--- config.mk ---
export PLATFORM = sky130hd
export DESIGN_NAME = phase_sequencer
export DESIGN_NICKNAME = d
export VERILOG_FILES = /design/src/rtl/phase_sequencer_pkg.sv /design/src/rtl/phase_counter.sv /design/src/rtl/phase_sequencer.sv
export SDC_FILE = /design/constraint.sdc
export NUM_CORES = 1
export LEC_CHECK = 0
export BUFFER_PORTS_ARGS = -buffer_cell sky130_fd_sc_hd__buf_2
export CORE_UTILIZATION = 58
export CTS_BUF_LIST = sky130_fd_sc_hd__clkbuf_8
export DETAILED_ROUTE_END_ITERATION = 10
export GPL_ROUTABILITY_DRIVEN = 0
export PLACE_DENSITY_LB_ADDON = 0.3
export SYNTH_ARGS = -nofsm -noshare
export SYNTH_HDL_FRONTEND = slang
export SYNTH_SLANG_ARGS = --single-unit
--- constraint.sdc ---
create_clock -name clk -period 2.9 [get_ports clk]
set_clock_uncertainty 0.2 [all_clocks]
set_input_delay 0.29 -clock clk [delete_from_list [all_inputs] [get_ports clk]]
set_output_delay 0.29 -clock clk [all_outputs]
set_load 0.01 [all_outputs]
--- src/rtl/phase_sequencer_pkg.sv ---
// Shared state encoding, parameter defaults and stage-order helper for phase_sequencer.
package phase_sequencer_pkg;

    typedef enum logic [2:0] {
        PHASE_IDLE   = 3'd0,
        PHASE_FETCH  = 3'd1,
        PHASE_DECODE = 3'd2,
        PHASE_EXEC   = 3'd3,
        PHASE_MEM    = 3'd4,
        PHASE_WB     = 3'd5
    } phase_state_t;

    localparam int          CNT_W_DEFAULT     = 32;
    localparam int unsigned STALL_MAX_DEFAULT = 255;

    // Stage that follows s in the pipeline order; WB/IDLE exits are handled by the FSM.
    function automatic phase_state_t phase_advance(input phase_state_t s);
        phase_state_t n;
        n = s;
        unique case (s)
            PHASE_FETCH:  n = PHASE_DECODE;
            PHASE_DECODE: n = PHASE_EXEC;
            PHASE_EXEC:   n = PHASE_MEM;
            PHASE_MEM:    n = PHASE_WB;
            default:      n = s;
        endcase
        return n;
    endfunction

endpackage

--- src/rtl/phase_counter.sv ---
// Free-running wrapping event counter used for cycle_cnt and instret_cnt.
module phase_counter
    import phase_sequencer_pkg::*;
#(
    parameter int WIDTH = CNT_W_DEFAULT
) (
    input  logic             clk,
    input  logic             rst_n,
    input  logic             inc,
    output logic [WIDTH-1:0] q
);

    always_ff @(posedge clk or negedge rst_n) begin
        if (!rst_n) begin
            q <= '0;
        end else if (inc) begin
            q <= q + 1'b1;
        end
    end

endmodule

--- src/rtl/phase_sequencer.sv ---
// Multi-cycle pipeline sequencer: FETCH..WB phase enables, stall handling, counters, watchdog.
// Optional single-step launch input enabled by defining PHASE_SEQ_STEP_EN.
module phase_sequencer
    import phase_sequencer_pkg::*;
#(
    parameter int          CNT_W     = CNT_W_DEFAULT,
    parameter int unsigned STALL_MAX = STALL_MAX_DEFAULT
) (
    input  logic             clk,
    input  logic             rst_n,
    input  logic             run,
`ifdef PHASE_SEQ_STEP_EN
    input  logic             step,
`endif
    input  logic             stall_fetch,
    input  logic             stall_decode,
    input  logic             stall_execute,
    input  logic             stall_memoryaccess,
    output logic             phase_fetch,
    output logic             phase_decode,
    output logic             phase_execute,
    output logic             phase_memoryaccess,
    output logic             phase_writeback,
    output logic             busy,
    output logic             inst_retired,
    output logic [CNT_W-1:0] cycle_cnt,
    output logic [CNT_W-1:0] instret_cnt,
    output logic             stall_err
);

    phase_state_t state;
    logic         cur_stall;
    logic         launch;
    logic [31:0]  stall_cnt;

    always_comb begin
        cur_stall = 1'b0;
        unique case (state)
            PHASE_FETCH:  cur_stall = stall_fetch;
            PHASE_DECODE: cur_stall = stall_decode;
            PHASE_EXEC:   cur_stall = stall_execute;
            PHASE_MEM:    cur_stall = stall_memoryaccess;
            default:      cur_stall = 1'b0;
        endcase
    end

`ifdef PHASE_SEQ_STEP_EN
    logic step_armed;

    // One launch per step assertion; step must drop for a cycle before it can launch again.
    assign launch = run | (step & step_armed);

    always_ff @(posedge clk or negedge rst_n) begin
        if (!rst_n) begin
            step_armed <= 1'b1;
        end else if (state == PHASE_IDLE && !run && step && step_armed) begin
            step_armed <= 1'b0;
        end else if (!step) begin
            step_armed <= 1'b1;
        end
    end
`else
    assign launch = run;
`endif

    // Stall count clears whenever the current state is unstalled: in FETCH..MEM that is exactly
    // a state change, WB always leaves, and IDLE never accumulates a count.
    always_ff @(posedge clk or negedge rst_n) begin
        if (!rst_n) begin
            state     <= PHASE_IDLE;
            stall_cnt <= '0;
            stall_err <= 1'b0;
        end else begin
            unique case (state)
                PHASE_IDLE: if (launch) state <= PHASE_FETCH;
                PHASE_WB:   state <= run ? PHASE_FETCH : PHASE_IDLE;
                default:    if (!cur_stall) state <= phase_advance(state);
            endcase

            if (cur_stall) begin
                if (stall_cnt != STALL_MAX) stall_cnt <= stall_cnt + 32'd1;
                if (STALL_MAX != 0 && stall_cnt == STALL_MAX - 32'd1) stall_err <= 1'b1;
            end else begin
                stall_cnt <= '0;
            end
        end
    end

    assign phase_fetch        = (state == PHASE_FETCH)  & ~stall_fetch;
    assign phase_decode       = (state == PHASE_DECODE) & ~stall_decode;
    assign phase_execute      = (state == PHASE_EXEC)   & ~stall_execute;
    assign phase_memoryaccess = (state == PHASE_MEM)    & ~stall_memoryaccess;
    assign phase_writeback    = (state == PHASE_WB);
    assign inst_retired       = (state == PHASE_WB);
    assign busy               = (state != PHASE_IDLE);

    phase_counter #(.WIDTH(CNT_W)) u_cycle_cnt (
        .clk   (clk),
        .rst_n (rst_n),
        .inc   (busy),
        .q     (cycle_cnt)
    );

    phase_counter #(.WIDTH(CNT_W)) u_instret_cnt (
        .clk   (clk),
        .rst_n (rst_n),
        .inc   (inst_retired),
        .q     (instret_cnt)
    );

endmodule

==> metrics.txt <==
status complete, no violations; I/O pins 79; clk slew on worst S/H paths 0.10 ns; drt first pass iters 4; Layout Utilization 0.703; DP Worst Slack 0.602 ns; Residual DRC 0; relative slew slack 0.548; Multi-input gate area 2170 µm²; Setup crit start kind flip-flop; die width 92.8 µm; slowest CP cell or4_1; setup ws final 0.569 ns; Yosys top cell area share 0.523; number of flops mapped to enable cells by yosys 0; HPWL after detailed placement 6840 µm; # diodes 0; DR vias/cell 5.56; top post-synthesis cells by area dfrtp_1 (52%), xnor2_1 (9.0%), xor2_1 (6.2%); Critical Path, Cell by Cell nand3_2 -> or4_1 -> or3_1 -> or3_1 -> a21oi_1; Syn Nets 485; Worst VDD drop 0.855 mV; total power 3220 µW; Final Slew Violations 0; distinct cell type count after synthesis 41; vias in the first global route 3591; DR WL/cell 14.4 µm; pwr dens 584 nW/µm²; top cells by count, synth dfrtp_1 (100), nor2_1 (51), xnor2_1 (49); RSZ-0062 raised after global routing no; worst skew pair latency 0.36 ns; Post-Synthesis Cells 474; Worst Hold Class in2reg; Site Rows 32; YS warnings 0; flop2flop setup slack 0.57 ns; post-synthesis async set-or-reset flop share 1.00; pin slew with the least headroom to its limit 0.677 ns; die height 92.8 µm; Crit. End Element flip-flop; post_cts resized 0; CTS tree built; clock root cell clkbuf_8; Most common cell on crit path or3_1; Routed Antenna Nets 0; Seq cells post-synth 100; Final Hold Fails 0; top-count cell post-synth dfrtp_1; die area 8610 µm²; critical path class reg2reg; largest net degree at the start of global routing 55; WP data arrival 2.43 ns; Starting Density 0.609; IO buf count 78; synthesized area per cell 10.1 µm²; Critical Path Max Stage Delay 0.65 ns; highest clock rate 429 MHz; # hold bufs at CTS 1; antenna violations before repair 0; first-pass GRT wire length 16400 µm; DR vias 3692; initial drt markers 212; layout cells sized above 1 0.206; area growth from synthesis to layout 15.4%; Core Area 7850 µm²; GRT Util Overall 0.239; clock buffer depth 2; Setup Viol. Count Final 0; grt ovf 0; Nets 569; crit path max fanout 8; min Tclk post-route 2.33 ns; Sequential Area 2500 µm²; register area share after synthesis 0.523; Leakage 0.00260 µW; clk sinks 100; Total Routed Length 9580 µm; Post CTS Setup Buffer Count 0; Worst Path Required 2.99 ns; area leader, netlist dfrtp_1; synthesized cell area 4780 µm²; CTS H-tree lvls 3; Final TNS setup 0 ns; Max Cap Violations 0; Synth Flop Type dfrtp_1; period utilization 0.804; CTS buffer count 9; fillcell total 612
-- critical path: cells and delay by family (launching register included) --
family             cells  cell delay, ns
and+or+nand+nor        4            1.51
DFF                    1            0.42
AOI/OAI and AO/OA      1            0.15
-- placed cells by master, fill, tap and decap left out, types with 3 or more instances in the layout --
cell        count
nand3_1        38
nor4_1         14
dfrtp_1       100
inv_1          12
o21ai_0        12
nand4_1        28
a21oi_1        11
and4_1          3
xor2_1         34
xnor2_1        49
nand2_1        39
clkinvlp_4      3
nor2_1         51
ha_1            4
or3_1           7
and3_1         11
nor3_1         17
buf_2          77
buf_4           7
clkbuf_8        9
mux2_2          3
and2_1          3
or2_2           3
-- power breakdown --
group | switching, µW | total (µW) | internal (µW)
Sequential | 169 | 1680 | 1510
Clock | 478 | 872 | 395
Combinational | 393 | 675 | 282
Total | 1040 | 3220 | 2180
-- sequential cells by signal, indices dropped and copies added, names as in the netlist --
| signal | flops |
|---|---|
| u_cycle_cnt.q | 32 |
| stall_cnt | 32 |
| state | 3 |
| stall_err | 1 |
| u_instret_cnt.q | 32 |
-- final timing paths --
path                                    from           endpoint  cells past startpoint
setup reg to reg                stall_cnt[5]      stall_cnt[19]                      5
hold / removal                 stall_execute           state[1]                      3
hold reg to reg            u_cycle_cnt.q[31]  u_cycle_cnt.q[31]                      1
setup / recovery                stall_cnt[5]      stall_cnt[19]                      5
max in group asynchronous              rst_n      stall_cnt[13]                      3
min in group asynchronous              rst_n  u_cycle_cnt.q[31]                      2
-- cells by family (layout without fill, tap and decap cells) --
family	after synthesis	in the layout	synth area share
AND/OR/NAND/NOR	228	228	0.246
AO/OA/AOI/OAI	31	31	0.0377
XOR/XNOR	83	83	0.152
buffers and inverters	25	113	0.0235
flip-flops	100	100	0.523
adder cells (fa/ha/maj)	4	4	0.0105
multiplexers	3	3	0.00706
-- stage by stage --
stage	cell area [µm²]	hold WS [ns]	instances
after CTS	5520	0.0279	664
after floorplan	4780	-0.206	474
final	5520	0.0340	664
after global routing	5520	0.0427	664
after detailed placement	5320	0.175	648
after global placement	5320	0.171	648
-- metal layers --
layer | up-vias | track usage | routed length [µm]
met4 | 0 | 0.0859 | 99
met1 | 1792 | 0.330 | 4450
li1 | 1814 | - | -
met5 | - | 0 | 0
met3 | 9 | 0.0369 | 369
met2 | 77 | 0.384 | 4660
-- final cells by class --
| type | count | area share |
|---|---|---|
| Inverter | 11 | 0.00748 |
| Timing Repair Buffer | 87 | 0.0884 |
| Tap cell | 102 | 0.0231 |
| Clock buffer | 9 | 0.0224 |
| Sequential cell | 100 | 0.453 |
| Clock inverter | 6 | 0.0118 |
| Multi-Input combinational cell | 349 | 0.393 |
Power figures use the tool's default switching activity.
